===== config.mk =====
export PLATFORM = sky130hd
export DESIGN_NAME = sw_debounce_multi
export DESIGN_NICKNAME = d
export VERILOG_FILES = /design/src/rtl/debounce_pkg.sv /design/src/rtl/debounce_channel.sv /design/src/rtl/sw_debounce_multi.sv
export SDC_FILE = /design/constraint.sdc
export NUM_CORES = 1
export LEC_CHECK = 0
export CORE_MARGIN = 3
export CORE_UTILIZATION = 40
export CTS_BUF_LIST = sky130_fd_sc_hd__clkbuf_4 sky130_fd_sc_hd__clkbuf_8
export DETAILED_ROUTE_END_ITERATION = 12
export GPL_TIMING_DRIVEN = 0
export PLACE_DENSITY = 0.67
export SLEW_MARGIN = 0
export SYNTH_ARGS = -nofsm -noshare
export SYNTH_HDL_FRONTEND = slang
export SYNTH_SLANG_ARGS = --single-unit

===== constraint.sdc =====
create_clock -name CLK -period 6.75 [get_ports CLK]
set_clock_uncertainty 0.05 [all_clocks]
set_input_delay 1.35 -clock CLK [delete_from_list [all_inputs] [get_ports CLK]]
set_output_delay 1.35 -clock CLK [all_outputs]
set_load 0.005 [all_outputs]

===== src/rtl/debounce_pkg.sv =====
// Shared types and defaults for the multi-channel switch debouncer.
// Build option: DEBOUNCE_REPEAT_EN adds auto-repeat PRESS strobes on held switches.
package debounce_pkg;

  typedef enum logic [1:0] {
    STABLE_LO = 2'd0,
    WAIT_HI   = 2'd1,
    STABLE_HI = 2'd2,
    WAIT_LO   = 2'd3
  } deb_state_t;

  localparam int unsigned DEF_N_CH            = 16;
  localparam int unsigned DEF_DEBOUNCE_CYCLES = 1000;
  localparam int unsigned DEF_REPEAT_DELAY    = 50000000;
  localparam int unsigned DEF_REPEAT_CYCLES   = 10000000;

  function automatic int unsigned max3(input int unsigned a,
                                       input int unsigned b,
                                       input int unsigned c);
    int unsigned m;
    m = (a > b) ? a : b;
    return (m > c) ? m : c;
  endfunction

endpackage


===== src/rtl/debounce_channel.sv =====
// One debounced switch: 2-flop synchroniser, 4-state filter FSM, run-length counter.
// Build option: DEBOUNCE_REPEAT_EN reuses the counter for auto-repeat while held high.
module debounce_channel
  import debounce_pkg::*;
#(
  parameter int unsigned DEBOUNCE_CYCLES = DEF_DEBOUNCE_CYCLES,
`ifdef DEBOUNCE_REPEAT_EN
  parameter int unsigned REPEAT_DELAY    = DEF_REPEAT_DELAY,
  parameter int unsigned REPEAT_CYCLES   = DEF_REPEAT_CYCLES,
`endif
  parameter int unsigned CNT_W           = 10
) (
  input  logic i_clk,
  input  logic i_rst,
  input  logic i_sw,
  input  logic i_en,
  output logic o_level,
  output logic o_press,
  output logic o_release,
  output logic o_busy
);

  localparam logic [CNT_W-1:0] DEB_LAST = CNT_W'(DEBOUNCE_CYCLES - 1);
  localparam logic [CNT_W-1:0] CNT_ONE  = CNT_W'(1);
`ifdef DEBOUNCE_REPEAT_EN
  localparam logic [CNT_W-1:0] RPT_FIRST_LAST = CNT_W'(REPEAT_DELAY - 1);
  localparam logic [CNT_W-1:0] RPT_NEXT_LAST  = CNT_W'(REPEAT_CYCLES - 1);
`endif

  logic             r_sync1;
  logic             r_sync2;
  deb_state_t       r_state;
  logic [CNT_W-1:0] r_cnt;
  logic             r_level;
  logic             r_press;
  logic             r_release;
  logic             r_busy;

  deb_state_t       w_state_nxt;
  logic [CNT_W-1:0] w_cnt_nxt;
  logic [CNT_W-1:0] w_cnt_inc;
  logic             w_level_nxt;
  logic             w_press_nxt;
  logic             w_release_nxt;
  logic             w_s;

`ifdef DEBOUNCE_REPEAT_EN
  // Set once the first (long) repeat interval has elapsed; later ones use REPEAT_CYCLES.
  logic             r_rpt_armed;
  logic             w_rpt_armed_nxt;
`endif

  assign w_s       = r_sync2;
  assign w_cnt_inc = r_cnt + CNT_ONE;

  // NOTE: every signal driven here gets a default first, so no path leaves it unassigned and no latch is inferred.
  always_comb begin
    w_state_nxt   = r_state;
    w_cnt_nxt     = r_cnt;
    w_level_nxt   = r_level;
    w_press_nxt   = 1'b0;
    w_release_nxt = 1'b0;
`ifdef DEBOUNCE_REPEAT_EN
    w_rpt_armed_nxt = r_rpt_armed;
`endif
    if (i_en) begin
      case (r_state)
        STABLE_LO: begin
          if (w_s) begin
            w_state_nxt = WAIT_HI;
            w_cnt_nxt   = CNT_ONE;
          end
        end
        WAIT_HI: begin
          if (!w_s) begin
            w_state_nxt = STABLE_LO;
            w_cnt_nxt   = '0;
          end else if (r_cnt == DEB_LAST) begin
            w_state_nxt = STABLE_HI;
            w_cnt_nxt   = '0;
            w_level_nxt = 1'b1;
            w_press_nxt = 1'b1;
          end else begin
            w_cnt_nxt = w_cnt_inc;
          end
        end
        STABLE_HI: begin
          if (!w_s) begin
            w_state_nxt = WAIT_LO;
            w_cnt_nxt   = CNT_ONE;
`ifdef DEBOUNCE_REPEAT_EN
            w_rpt_armed_nxt = 1'b0;
`endif
          end
`ifdef DEBOUNCE_REPEAT_EN
          else if (r_cnt == (r_rpt_armed ? RPT_NEXT_LAST : RPT_FIRST_LAST)) begin
            w_cnt_nxt       = '0;
            w_press_nxt     = 1'b1;
            w_rpt_armed_nxt = 1'b1;
          end else begin
            w_cnt_nxt = w_cnt_inc;
          end
`endif
        end
        WAIT_LO: begin
          if (w_s) begin
            w_state_nxt = STABLE_HI;
            w_cnt_nxt   = '0;
          end else if (r_cnt == DEB_LAST) begin
            w_state_nxt   = STABLE_LO;
            w_cnt_nxt     = '0;
            w_level_nxt   = 1'b0;
            w_release_nxt = 1'b1;
          end else begin
            w_cnt_nxt = w_cnt_inc;
          end
        end
        default: begin
          w_state_nxt = STABLE_LO;
          w_cnt_nxt   = '0;
        end
      endcase
    end
  end

  // NOTE: sequential state uses non-blocking assignments so every flop samples pre-edge values.
  always_ff @(posedge i_clk) begin
    if (i_rst) begin
      r_sync1   <= 1'b0;
      r_sync2   <= 1'b0;
      r_state   <= STABLE_LO;
      r_cnt     <= '0;
      r_level   <= 1'b0;
      r_press   <= 1'b0;
      r_release <= 1'b0;
      r_busy    <= 1'b0;
`ifdef DEBOUNCE_REPEAT_EN
      r_rpt_armed <= 1'b0;
`endif
    end else begin
      r_sync1   <= i_sw;
      r_sync2   <= r_sync1;
      r_state   <= w_state_nxt;
      r_cnt     <= w_cnt_nxt;
      r_level   <= w_level_nxt;
      r_press   <= w_press_nxt;
      r_release <= w_release_nxt;
      r_busy    <= (w_state_nxt == WAIT_HI) || (w_state_nxt == WAIT_LO);
`ifdef DEBOUNCE_REPEAT_EN
      r_rpt_armed <= w_rpt_armed_nxt;
`endif
    end
  end

  assign o_level   = r_level;
  assign o_press   = r_press;
  assign o_release = r_release;
  assign o_busy    = r_busy;

endmodule


===== src/rtl/sw_debounce_multi.sv =====
// N_CH-wide switch debouncer: one debounce_channel per input, shared enable, OR-ed busy.
// Build option: DEBOUNCE_REPEAT_EN enables auto-repeat PRESS strobes in every channel.
module sw_debounce_multi
  import debounce_pkg::*;
#(
  parameter int unsigned N_CH            = DEF_N_CH,
  parameter int unsigned DEBOUNCE_CYCLES = DEF_DEBOUNCE_CYCLES,
  parameter int unsigned REPEAT_DELAY    = DEF_REPEAT_DELAY,
  parameter int unsigned REPEAT_CYCLES   = DEF_REPEAT_CYCLES
) (
  input  logic            CLK,
  input  logic            RESET,
  input  logic [N_CH-1:0] SW,
  input  logic            ENABLE,
  output logic [N_CH-1:0] SWOUT,
  output logic [N_CH-1:0] PRESS,
  output logic [N_CH-1:0] RELEASE,
  output logic            BUSY
);

  localparam int unsigned CNT_W =
    $clog2(max3(DEBOUNCE_CYCLES, REPEAT_DELAY, REPEAT_CYCLES) + 1);

  logic [N_CH-1:0] w_busy;

  for (genvar g = 0; g < N_CH; g++) begin : g_ch
    debounce_channel #(
      .DEBOUNCE_CYCLES (DEBOUNCE_CYCLES),
`ifdef DEBOUNCE_REPEAT_EN
      .REPEAT_DELAY    (REPEAT_DELAY),
      .REPEAT_CYCLES   (REPEAT_CYCLES),
`endif
      .CNT_W           (CNT_W)
    ) u_ch (
      .i_clk     (CLK),
      .i_rst     (RESET),
      .i_sw      (SW[g]),
      .i_en      (ENABLE),
      .o_level   (SWOUT[g]),
      .o_press   (PRESS[g]),
      .o_release (RELEASE[g]),
      .o_busy    (w_busy[g])
    );
  end

  assign BUSY = |w_busy;

endmodule


==> results.md <==
* Die Footprint at 66500 um^2
* IO Count at 68
* H-tree depth at 3
* Setup repair after global routing missed its margin: false
* Mean Syn Cell Area at 8.39 um^2
* CTS tree: done
* Register area share after synthesis at 41.6%
* # rows at 91
* Final wirelength at 66.3 mm
* Sequential share of power at 47.4%
* Total iterations of the first detailed-routing run at 6
* Logic pwr share at 4.0%
* Layout cells sized above 1 at 7.98%
* Root Buffer: clkbuf_8
* Final period util at 70.4%
* GP Congestion at 0.921
* PortBufs at 66
* Sw Ratio at 23.1%
* Routed WL per cell at 16.2 um
* Largest net degree at the start of global routing at 12
* Slowest CP cell: buf_1
* Core Area at 62300 um^2
* Clock sink total at 528
* Post-DP HPWL at 44.8 mm
* Sw Pwr at 0.00154 W
* Synth cell types at 75
* Syn-to-layout area delta at 14.9%
* Pins Over Slew Limit at 0
* Kind of critical path: primary input to flop
* Critical Path, Cell by Cell: clkdlybuf4s50_1 -> buf_2 -> clkbuf_1 -> clkbuf_1 -> buf_1 -> o311ai_0 -> a21oi_1
* Syn. warnings at 0
* Peak VDD IR at 0.154 mV
* Hold Buf Count CTS at 0
* TritonCTS Buffers at 90
* Initial Utilization at 40.8%
* FILL cells at 6122
* Status: complete, no violations
* Most common cell after layout, fill and taps aside: dfxtp_1
* Final hold vios at 0
* Avg Vias per Cell at 5.42
* Lkg Pwr at 9.56 nW
* Hold_ws at 0.382 ns
* Measured slew at the worst slew-check pin at 1.27 ns
* Worst endpoint data arrival time at 5.30 ns
* Routed Antenna Nets at 0
* Worst rel slew slack at 15.5%
* Vias in the first global route at 20420
* GRT Util Overall at 19.5%
* Min cycle time layout at 4.75 ns
* DRT iter0 DRCs at 1513
* Number of synthesized flops with an enable pin at 0
* Highest clock rate at 210 MHz
* Skew-Pair Late Insertion Delay at 0.68 ns
* Most frequent cells in the layout: 528 x dfxtp_1, 431 x nor2_1, 211 x nand2_1
* Slowest stage delay, CP at 0.90 ns
* Cell Pwr Density at 229 nW/um^2
* DRC Markers at 0
* Die height at 258 um
* First-pass GRT wire length at 107 mm
* Reg clk slew, reported paths at 0.06 ns
* Top FF cell, synth: dfxtp_1
* Cts repair resizes at 0
* Worst path most repeated cell: clkbuf_1
* Cells after Synth at 3027
* Longest Clk Path Bufs at 3
* Syn Nets at 3062
* Die W at 258 um
* Startpoint types: primary input
* Crit Path Max Fanout at 10
* Critical Path RT at 7.30 ns
* Antenna violations before repair at 1
* Total number of vias at 22214
* Setup TNS Final at 0 ns
* Overflow after GRT at 0
* Worst hold path class: flop to flop
* P_int at 0.00513 W
* Synthesized area at 25400 um^2
* #FFs+latches synth at 528
* Finish-stage setup viols at 0
* Post CTS Setup Buffer Count at 0
* # nets final at 3221
* Crit. End Element: flop
* Clock Power Share at 48.6%
* Max-cap violations at 0
* Async S/R FF share, synth at 0%
## worst max-delay path, delay by kind of cell
kind	cells	cell delay (ns)
compound gates	2	0.51
buf+inv	5	3.43
## registers in the layout (all words and copies together) (netlist names), named ones only
register             count
g_ch.u_ch.o_level       16
g_ch.u_ch.o_press       16
g_ch.u_ch.o_release     16
g_ch.u_ch.r_cnt        416
g_ch.u_ch.r_sync1       16
g_ch.u_ch.r_sync2       16
## Yosys cell counts, types with 43 or more instances
cell	instances	area, um^2
buf_4	48	360
nand4_1	132	826
nor2b_1	61	382
a31oi_1	53	332
a21oi_1	89	445
nand2_1	211	792
and4_1	54	473
dfxtp_1	528	10600
nor2_1	431	1620
xor2_1	127	1110
clkbuf_1	98	368
and3_1	54	338
inv_1	84	315
nor3_1	116	581
o21ai_0	43	215
xnor2_1	203	1780
nand3_1	148	741
nor4_1	130	813
## area by class of cell
type                    count  area (um^2)  area share [%]
clock inverters            14          181           0.622
inverters                  85          319            1.09
multi-input cells        2241        13700            46.8
repair buffers             67          666            2.28
well taps                 837         1050            3.59
clock buffers             149         1880            6.45
flip-flops and latches    528        10600            36.2
diodes                      1         2.50         0.00858
plain buffers             173          856            2.93
## power by group through the flow
stage	logic, W	registers (W)	clock network [W]
after CTS	0.000264	0.00316	0.00331
after floorplan	0.000144	0.00322	0
after global placement	0.000262	0.00323	0
final	0.000266	0.00317	0.00325
after global routing	0.000286	0.00317	0.00346
after detailed placement	0.000262	0.00323	0
## through the flow
| stage | cells | util (%) | power, W | worst slack, ns | cell area, um^2 |
|---|---|---|---|---|---|
| finish | 4095 | 46.8 | 0.00668 | 2.00 | 29200 |
| CTS | 4093 | 46.8 | 0.00674 | 2.18 | 29200 |
| global route | 4094 | 46.8 | 0.00691 | 2.05 | 29200 |
| detailed placement | 3930 | 43.5 | 0.00350 | 1.44 | 27100 |
| global placement | 3930 | 43.5 | 0.00349 | 1.38 | 27100 |
| floorplan | 3027 | - | 0.00337 | 3.89 | 25400 |
## layer usage
layer	global-route usage [%]	share of wire, %	wire [um]
met5	0	0	0
met4	7.97	3.7	2430
met3	4.01	6.8	4520
met2	29.1	42	27900
met1	27.2	47	31400
## kinds of logic (layout without fill, tap and decap cells)
group                      Yosys count  after routing  synth area share, %
adders and majority gates           16             16                0.788
and+or+nand+nor                   1500           1500                 30.7
DFF                                528            528                 41.6
buffers and inverters              258            488                 4.63
other                                0              1                    0
xor gates and xnor gates           330            330                 11.4
muxes                               37             37                 1.46
AOI/OAI and AO/OA                  358            358                 9.42
## path summary, 6_finish.rpt
check        slack (ns)                     to  depth (start not counted)                   from
max                2.00                   flop                          7                 ENABLE
min                0.38   g_ch[1].u_ch.r_sync2                          1   g_ch[1].u_ch.r_sync1
max reg2reg        4.10  g_ch[4].u_ch.r_cnt[1]                          8  g_ch[4].u_ch.r_cnt[0]
min reg2reg        0.38   g_ch[1].u_ch.r_sync2                          1   g_ch[1].u_ch.r_sync1
No activity file was read; power rests on OpenSTA's default activity.
